<file path="config.mk">
export PLATFORM = sky130hd
export DESIGN_NAME = weight_stream_ctrl
export DESIGN_NICKNAME = d
export VERILOG_FILES = /design/src/rtl/weight_pkg.sv /design/src/rtl/weight_skid_fifo.sv /design/src/rtl/weight_stream_ctrl.sv
export SDC_FILE = /design/constraint.sdc
export NUM_CORES = 1
export LEC_CHECK = 0
export CORE_MARGIN = 4
export CORE_UTILIZATION = 45
export CTS_CLUSTER_SIZE = 20
export DETAILED_ROUTE_END_ITERATION = 8
export HOLD_SLACK_MARGIN = 0.03
export PLACE_DENSITY_LB_ADDON = 0.25
export SLEW_MARGIN = 20
export SYNTH_ARGS = -nofsm -noshare
export SYNTH_HDL_FRONTEND = slang
export SYNTH_SLANG_ARGS = --single-unit
</file>
<file path="constraint.sdc">
create_clock -name CLK -period 3.6 [get_ports CLK]
set_input_delay 0.9 -clock CLK [delete_from_list [all_inputs] [get_ports CLK]]
set_output_delay 0.9 -clock CLK [all_outputs]
set_load 0.01 [all_outputs]
</file>
<file path="src/rtl/weight_pkg.sv">
// Shared defaults and FSM encoding for the weight streaming controller.
package weight_pkg;

    localparam int WS_DW    = 16;
    localparam int WS_AW    = 5;
    localparam int WS_DEPTH = 28;

    typedef enum logic [1:0] {
        ST_IDLE,
        ST_LOAD,
        ST_READ,
        ST_DRAIN
    } ws_state_e;

endpackage

</file>
<file path="src/rtl/weight_skid_fifo.sv">
// Two-entry FIFO holding BRAM read words with a last-word tag.
module weight_skid_fifo #(
    parameter int DW = 16
) (
    input  logic          clk,
    input  logic          rst_n,
    input  logic          push,
    input  logic [DW-1:0] push_data,
    input  logic          push_last,
    input  logic          pop,
    output logic [DW-1:0] head_data,
    output logic          head_last,
    output logic          head_valid,
    output logic [1:0]    count
);

    logic [DW-1:0] d0;
    logic [DW-1:0] d1;
    logic          l0;
    logic          l1;

    always_ff @(posedge clk or negedge rst_n) begin
        if (!rst_n) begin
            d0    <= '0;
            d1    <= '0;
            l0    <= 1'b0;
            l1    <= 1'b0;
            count <= 2'd0;
        end else begin
            unique case ({push, pop})
                2'b10: begin
                    if (count == 2'd0) begin
                        d0 <= push_data;
                        l0 <= push_last;
                    end else begin
                        d1 <= push_data;
                        l1 <= push_last;
                    end
                    count <= count + 2'd1;
                end
                2'b01: begin
                    d0    <= d1;
                    l0    <= l1;
                    count <= count - 2'd1;
                end
                2'b11: begin
                    // Head leaves while a new word arrives; occupancy unchanged.
                    if (count == 2'd1) begin
                        d0 <= push_data;
                        l0 <= push_last;
                    end else begin
                        d0 <= d1;
                        l0 <= l1;
                        d1 <= push_data;
                        l1 <= push_last;
                    end
                end
                default: ;
            endcase
        end
    end

    assign head_valid = (count != 2'd0);
    assign head_data  = d0;
    assign head_last  = l0 & head_valid;

endmodule

</file>
<file path="src/rtl/weight_stream_ctrl.sv">
// Loads a weight BRAM from a stream and replays it as a gap-free stream.
module weight_stream_ctrl
    import weight_pkg::*;
#(
    parameter int DW    = WS_DW,
    parameter int AW    = WS_AW,
    parameter int DEPTH = WS_DEPTH
) (
    input  logic          CLK,
    input  logic          RST_N,
    input  logic          START_LOAD,
    input  logic          START_READ,
    output logic          BUSY,
    output logic          DONE,
    input  logic [DW-1:0] S_DATA,
    input  logic          S_VALID,
    output logic          S_READY,
    output logic [DW-1:0] M_DATA,
    output logic          M_VALID,
    input  logic          M_READY,
    output logic          M_LAST,
    output logic [AW-1:0] BRAM_ADDR,
    output logic [DW-1:0] BRAM_DI,
    output logic          BRAM_EN,
    output logic          BRAM_WE,
    input  logic [DW-1:0] BRAM_DO
);

    ws_state_e     state;
    logic [AW-1:0] cnt;
    logic [1:0]    fifo_cnt;
    logic          at_end;
    logic          pop;
    logic          wr;
    logic          rd;

    assign at_end = (cnt == AW'(DEPTH - 1));
    assign pop    = M_VALID & M_READY;
    assign wr     = (state == ST_LOAD) & S_VALID;
    // Read data lands in the FIFO at the next edge, so only room matters.
    assign rd     = (state == ST_READ) & ((fifo_cnt < 2'd2) | pop);

    assign BUSY    = (state != ST_IDLE);
    assign S_READY = (state == ST_LOAD);

    always_comb begin
        BRAM_ADDR = cnt;
        BRAM_DI   = S_DATA;
        BRAM_EN   = wr | rd;
        BRAM_WE   = wr;
    end

    always_ff @(posedge CLK or negedge RST_N) begin
        if (!RST_N) begin
            state <= ST_IDLE;
            cnt   <= '0;
            DONE  <= 1'b0;
        end else begin
            DONE <= 1'b0;
            unique case (state)
                ST_IDLE: begin
                    if (START_LOAD) begin
                        state <= ST_LOAD;
                        cnt   <= '0;
                    end else if (START_READ) begin
                        state <= ST_READ;
                        cnt   <= '0;
                    end
                end
                ST_LOAD: begin
                    if (wr) begin
                        if (at_end) begin
                            state <= ST_IDLE;
                            DONE  <= 1'b1;
                        end else begin
                            cnt <= cnt + 1'b1;
                        end
                    end
                end
                ST_READ: begin
                    if (rd) begin
                        if (at_end) state <= ST_DRAIN;
                        else        cnt   <= cnt + 1'b1;
                    end
                end
                ST_DRAIN: begin
                    if (pop & M_LAST) begin
                        state <= ST_IDLE;
                        DONE  <= 1'b1;
                    end
                end
                default: state <= ST_IDLE;
            endcase
        end
    end

    weight_skid_fifo #(
        .DW(DW)
    ) u_fifo (
        .clk       (CLK),
        .rst_n     (RST_N),
        .push      (rd),
        .push_data (BRAM_DO),
        .push_last (at_end),
        .pop       (pop),
        .head_data (M_DATA),
        .head_last (M_LAST),
        .head_valid(M_VALID),
        .count     (fifo_cnt)
    );

endmodule

</file>
After elaboration in Yosys (flattened, before gate mapping) --
Cells that the tools add are included.
Word-level totals: register bits after elaboration 44, input port bits 38, output and inout bits 44, word-level logic and storage cells 79
Operators by class: $add $sub $neg 3, $lt $le $gt $ge 1, equality and inequality tests 17, mux-type cells 31, bitwise logic cells 7, reductions and logical operators 12
Operators by type and width (number):
- 2-to-1 mux 16 bit | 4
- case mux 16 bit (3 select lines) | 1
- case mux 16 bit (2 select lines) | 1
- 2-to-1 mux 5 bit | 5
- case mux 5 bit (3 select lines) | 1
- 2-to-1 mux 2 bit | 7
- == test 2 bit (second input constant) | 4
- != test 2 x 1 -> 1 bit (second input constant) | 4
- != test 2 bit (second input constant) | 4
- case mux 2 bit (4 select lines) | 1
- nonzero test 2 bit | 4
- 2-to-1 mux 1 bit | 7
- == test 2 x 1 -> 1 bit (second input constant) | 3
- AND reduction 6 bit | 1
- nonzero test 3 bit | 2
- adder 5 x 1 -> 5 bit (second input constant) | 1
- bitwise AND 1 bit | 5
- == test 5 bit (second input constant) | 1
- logical NOT 2 bit | 2
- case mux 1 bit (2 select lines) | 2
- case mux 2 bit (2 select lines) | 1
- AND reduction 4 bit | 1
- != test 3 bit (second input constant) | 1
- case mux 1 bit (3 select lines) | 1
- other kinds (6) | 7

Longest topological paths before layout --
depth in word-level cells 7, gate-level depth with buffers 12, mapped depth without buffers 11

By module --
A second synthesis with hierarchy kept.
Unflattened totals: cells, all modules 241, area, all modules 2451.1 sq um
Modules (own cells, without submodules):
- weight_skid_fifo | times used 1, cells each 160, area each 1742.9 sq um, sequential area each 900.9 sq um
- weight_stream_ctrl | times used 1, cells each 81, area each 708.2 sq um, sequential area each 200.2 sq um

Worst setup path after synthesis --
OpenSTA, ideal clock, no wires.
kind in2reg, from input port M_READY, to register u_fifo.d1[0], library setup time 125 ps, arrival time 2622 ps, data required time 3475 ps, setup slack 853 ps, cell stages on the path 10, path buffers 2, cells stage by stage nand2b_4 -> clkinv_4 -> o21ai_0 -> inv_1 -> ha_1 -> nand2_1 -> o211a_1 -> buf_2 -> buf_2 -> mux2_2
On the way: longest elaborated chain between the ends 6, elaborated cells between the ends (all ways) 10, those cells by class eq/ne: 4; mux: 1; bitwise: 3; reduce/logical: 2
Ends and longest elaborated chain:
- start, declared | RTL line weight_stream_ctrl.sv:20 | input logic M_READY,
- bitwise AND 1 bit * | RTL line weight_stream_ctrl.sv:38 | assign pop = M_VALID & M_READY;
- bitwise OR 1 bit | RTL line weight_stream_ctrl.sv:41 | assign rd = (state == ST_READ) & ((fifo_cnt < 2'd2) | pop);
- bitwise AND 1 bit | RTL line weight_stream_ctrl.sv:41
- == test 2 bit | RTL line weight_skid_fifo.sv:30 | unique case ({push, pop})
- != test 2 bit (no line) or nonzero test 2 bit (tied branches)
- AND reduction 3 bit (no line)
- end signal, assigned | RTL line weight_skid_fifo.sv:36 | d1 <= push_data;
- end signal, assigned | RTL line weight_skid_fifo.sv:54 | d1 <= push_data;
- end, declared | RTL line weight_skid_fifo.sv:18 | logic [DW-1:0] d1;
Every way passes the cells marked *; elsewhere a longest branch is shown, timed or not. A chain may end at the register's enable or synchronous reset.

Worst setup path after layout --
from input port M_READY, to output port BRAM_EN
On the way: longest elaborated chain between the ends 4
Ends and longest elaborated chain:
- bitwise AND 1 bit | RTL line weight_stream_ctrl.sv:38
- bitwise OR 1 bit | RTL line weight_stream_ctrl.sv:41
- bitwise AND 1 bit | RTL line weight_stream_ctrl.sv:41
- bitwise OR 1 bit | RTL line weight_stream_ctrl.sv:49 | BRAM_EN = wr | rd;
- end, declared | RTL line weight_stream_ctrl.sv:24 | output logic BRAM_EN,
Every way passes these cells.

==> impl_table.tex <==
\begin{tabular}{lr}
\hline
Metric & Value \\
\hline
\multicolumn{2}{l}{\textbf{Outcome}} \\
Result of the run & completed \\
\multicolumn{2}{l}{\textbf{Route}} \\
Post-DRT Antenna Nets & 0 \\
Final routed DRC violation total & 0 \\
Overall via count from detail\_route & 1,653 \\
Number of detailed-route iterations in the first pass & 4 \\
Via/cell ratio & 5.17 \\
Detailed-route wire length & 4550 um \\
Initial DRC count & 71 \\
Detail-routed net length per standard cell & 14.2 um \\
\multicolumn{2}{l}{\textbf{Clock network}} \\
Worst skew pair latency & 300 ps \\
Maximum clock insertion buffer count & 2 \\
Number of hold buffers added after cts & 0 \\
Clock tree from TritonCTS & built \\
Master cell of the clock root buffer & sky130\_fd\_sc\_hd\_\_clkbuf\_8 \\
Sink Count & 44 \\
Total CTS buffers & 5 \\
Resized cells post-CTS & 0 \\
Buffers inserted by post-CTS timing repair & 0 \\
Number of levels the H-tree was split into & 2 \\
Clock-pin slew reported for the worst setup and hold paths after clock tree synthesis & 80 ps \\
\multicolumn{2}{l}{\textbf{Final layout}} \\
Total area of multi-input combinational cells & 0.00100 mm2 \\
Final standard cell utilization of the core & 59.2\% \\
Ant. Diodes & 0 \\
Layout overhead on the synthesized area & 24.5\% \\
Nets & 302 \\
Share of cells above drive strength 1 & 15.8\% \\
Area taken by flip-flops and latches & 0.00110 mm2 \\
\# fillers & 421 \\
\multicolumn{2}{l}{\textbf{Global route}} \\
Vias in the first global route & 1,674 \\
First-pass GRT wire length & 7870 um \\
Number of antenna violations at the first check in global routing & 0 \\
Global router's overall resource usage & 15.6\% \\
Maximum number of pins on one net before global-route repair & 45 \\
Congestion Overflow GR & 0 \\
\multicolumn{2}{l}{\textbf{Timing}} \\
Unrepaired setup endpoints after global routing & false \\
Worst Max-Slew Pin Slew & 789 ps \\
Final-layout setup total negative slack & 0 ps \\
Slew Limit Fails & 0 \\
Fin crit share & 90.0\% \\
Worst-case setup margin in the final layout & 358 ps \\
Final Hold Violating Endpoints & 0 \\
Rel. slew slack & 47.4\% \\
Highest clock frequency the design can meet & 0.308 GHz \\
Final Critical Period & 3240 ps \\
Worst setup skew after layout & 4.36 ps \\
Final-report setup violation count & 0 \\
\multicolumn{2}{l}{\textbf{Logic synthesis}} \\
Yosys warnings & 0 \\
Library cells used by synthesis & 37 \\
Top cell type by total area after synthesis & sky130\_fd\_sc\_hd\_\_dfrtp\_1 \\
Post-synth top flop & sky130\_fd\_sc\_hd\_\_dfrtp\_1 \\
Summed instance area of the synthesized netlist & 0.00231 mm2 \\
Number of flops mapped to enable cells by yosys & 0 \\
Mean instance size in the synthesized netlist & 10.7 um2 \\
Cell types occupying the most area after synthesis & sky130\_fd\_sc\_hd\_\_dfrtp\_1 (48\%), sky130\_fd\_sc\_hd\_\_mux2\_2 (8.3\%), sky130\_fd\_sc\_hd\_\_ha\_1 (6.5\%), sky130\_fd\_sc\_hd\_\_a22oi\_1 (5.5\%), sky130\_fd\_sc\_hd\_\_buf\_4 (5.5\%) \\
Portion of the post-synthesis area used by sequential elements & 47.7\% \\
Area fraction of the dominant cell type after synthesis & 47.7\% \\
Count of state elements after synthesis & 44 \\
Gate count of the mapped netlist & 216 \\
Fraction of registers with async set/reset & 100\% \\
Synthesized netlist net count & 266 \\
\multicolumn{2}{l}{\textbf{Power}} \\
Combinational power share & 51.4\% \\
Flop pwr share & 33.5\% \\
Power share of the clock group & 15.1\% \\
Net Sw Frac & 36.4\% \\
Leakage power of the design & 1.25 nW \\
VDD IR max & 0.413 mV \\
Power dissipated by switching net loads & 0.000966 W \\
Internal Dissipation & 0.00169 W \\
Power per Cell Area & 924 mW/mm2 \\
\multicolumn{2}{l}{\textbf{Critical path}} \\
Element type at the critical path start & primary input \\
R2r startpoint & u\_fifo.count[1] \\
Buf+Inv Stages, Crit Path & 3 \\
Cell class contributing the biggest share of worst-path delay & buffers and inverters \\
Internal reg-to-reg setup slack & 830 ps \\
Critical Path Slowest Stage Cell & sky130\_fd\_sc\_hd\_\_clkdlybuf4s50\_1 \\
CP endpoint kind & output port \\
Number of stages on the worst setup path & 6 \\
Launch point of the worst path & M\_READY \\
Most Frequent Cell on Critical Path & sky130\_fd\_sc\_hd\_\_clkdlybuf4s50\_1 \\
Worst reg2reg path depth & 11 \\
Max stage delay on crit path & 480 ps \\
Critical path cell sequence & clkdlybuf4s50\_1 -> nand2b\_4 -> clkinv\_4 -> o21ai\_0 -> nand2\_1 -> clkdlybuf4s50\_1 \\
Crit-path max FO & 10 \\
Arr. time, crit path & 2340 ps \\
Critical path type & in2out \\
Timing endpoint of the critical path & BRAM\_EN \\
Capture instance of the worst register-to-register path & u\_fifo.head\_data[0] \\
Crit path required time & 2700 ps \\
\multicolumn{2}{l}{\textbf{Place}} \\
Count of buffers from port buffering & 49 \\
Placed wire-length estimate after detailed placement & 3180 um \\
Final RePlAce weighted congestion & 0.787 \\
Pre-CTS setup slack & 338 ps \\
\multicolumn{2}{l}{\textbf{Floorplan}} \\
Die Span Y & 79.6 um \\
Starting Density & 47.6\% \\
Full die area & 0.00633 mm2 \\
Placement row count & 25 \\
Placeable Area & 0.00485 mm2 \\
Width of the chip & 79.6 um \\
Total I/O pin count & 82 \\
\multicolumn{2}{l}{\textbf{Flow run}} \\
Max Cap Violations & 0 \\
\multicolumn{2}{l}{\textbf{Worst hold path}} \\
Worst Hold Class & reg2reg \\
\hline
\end{tabular}
==> metal layers <==
metal	global-route usage, %	vias up	wire, um
met4	4.98	0	53
met2	26.2	39	2230
met1	19.7	788	2020
li1	-	819	-
met3	3.95	7	242
met5	0	-	0
==> final cells by class <==
cell class,count,share of cell area (%)
Clock inverter,2,1.35
Inverter,12,1.74
Multi-Input combinational cell,137,35.0
Timing Repair Buffer,52,17.8
Clock buffer,6,2.88
Sequential cell,44,38.4
Tap cell,67,2.92
==> how the worst min path moves through the flow <==
stage	startpoint	to	slack [ps]	cells past startpoint
6_report	u_fifo.d1[15]	u_fifo.d1[15]	510	1
5_1_grt	u_fifo.d1[11]	u_fifo.d1[11]	540	1
4_1_cts	u_fifo.d1[15]	u_fifo.d1[15]	520	1
3_5_place_dp	u_fifo.d1[15]	u_fifo.d1[15]	500	1
3_3_place_gp	u_fifo.d1[8]	u_fifo.d1[8]	490	1
2_1_floorplan	u_fifo.d1[10]	u_fifo.d1[10]	480	1
==> cells by family (layout without fill, tap and decap cells) <==
logic type / after synthesis / after routing / synth area share [%]
AOI/OAI and AO/OA: 57 / 57 / 16.9
and+or+nand+nor: 47 / 47 / 9.98
DFF: 44 / 44 / 47.7
buffers and inverters: 35 / 72 / 8.90
muxes: 20 / 20 / 9.60
adders and majority gates: 12 / 12 / 6.51
xor gates and xnor gates: 1 / 1 / 0.380
==> through the flow <==
step	power, W	area [um2]	hold slack, ps	std cells
2_1_floorplan	0.00177	2310	482	216
3_3_place_gp	0.00224	2750	489	312
3_5_place_dp	0.00228	2750	496	312
4_1_cts	0.00269	2870	515	320
5_1_grt	0.00288	2870	535	320
6_report	0.00265	2870	511	320
==> flip-flops by register name (all words and copies together) (netlist names) <==
| signal | cells |
|---|---|
| state | 2 |
| u_fifo.d1 | 16 |
| BRAM_ADDR | 5 |
| u_fifo.count | 2 |
| u_fifo.l0 | 1 |
| DONE | 1 |
| u_fifo.head_data | 16 |
| u_fifo.l1 | 1 |
==> placed cells by master, fill, tap and decap left out, types with 2 or more instances in the layout <==
cell,count
sky130_fd_sc_hd__clkdlybuf4s50_1,48
sky130_fd_sc_hd__dfrtp_1,44
sky130_fd_sc_hd__nor2_1,18
sky130_fd_sc_hd__mux2_2,17
sky130_fd_sc_hd__a22oi_1,17
sky130_fd_sc_hd__a21oi_1,17
sky130_fd_sc_hd__nand2_1,15
sky130_fd_sc_hd__ha_1,12
sky130_fd_sc_hd__inv_1,10
sky130_fd_sc_hd__clkbuf_8,6
sky130_fd_sc_hd__o21ai_0,5
sky130_fd_sc_hd__o31ai_1,4
sky130_fd_sc_hd__a22o_1,4
sky130_fd_sc_hd__buf_4,4
sky130_fd_sc_hd__nand3_1,3
sky130_fd_sc_hd__mux2i_1,3
sky130_fd_sc_hd__clkinv_4,2
sky130_fd_sc_hd__a21o_1,2
sky130_fd_sc_hd__or2_2,2
==> power groups by stage <==
| stage | clock network [W] | logic (W) | registers (W) |
|---|---|---|---|
| 5_1_grt | 0.000436 | 0.00152 | 0.000929 |
| 3_3_place_gp | 0 | 0.00135 | 0.000893 |
| 4_1_cts | 0.000412 | 0.00138 | 0.000891 |
| 2_1_floorplan | 0 | 0.000849 | 0.000925 |
| 6_report | 0.000401 | 0.00136 | 0.000887 |
| 3_5_place_dp | 0 | 0.00138 | 0.000900 |
==> Yosys cell counts, types with 2 or more instances <==
cell type,count
sky130_fd_sc_hd__o31ai_1,4
sky130_fd_sc_hd__mux2i_1,3
sky130_fd_sc_hd__dfrtp_1,44
sky130_fd_sc_hd__nand3_1,3
sky130_fd_sc_hd__nand2_1,15
sky130_fd_sc_hd__o21ai_0,5
sky130_fd_sc_hd__or2_2,2
sky130_fd_sc_hd__ha_1,12
sky130_fd_sc_hd__a22o_1,4
sky130_fd_sc_hd__nor2_1,18
sky130_fd_sc_hd__a21o_1,2
sky130_fd_sc_hd__a22oi_1,17
sky130_fd_sc_hd__inv_1,10
sky130_fd_sc_hd__a21oi_1,17
sky130_fd_sc_hd__clkbuf_1,2
sky130_fd_sc_hd__o21ai_1,2
sky130_fd_sc_hd__mux2_2,17
sky130_fd_sc_hd__buf_2,4
sky130_fd_sc_hd__buf_4,17
No activity file was read; power rests on OpenSTA's default activity.
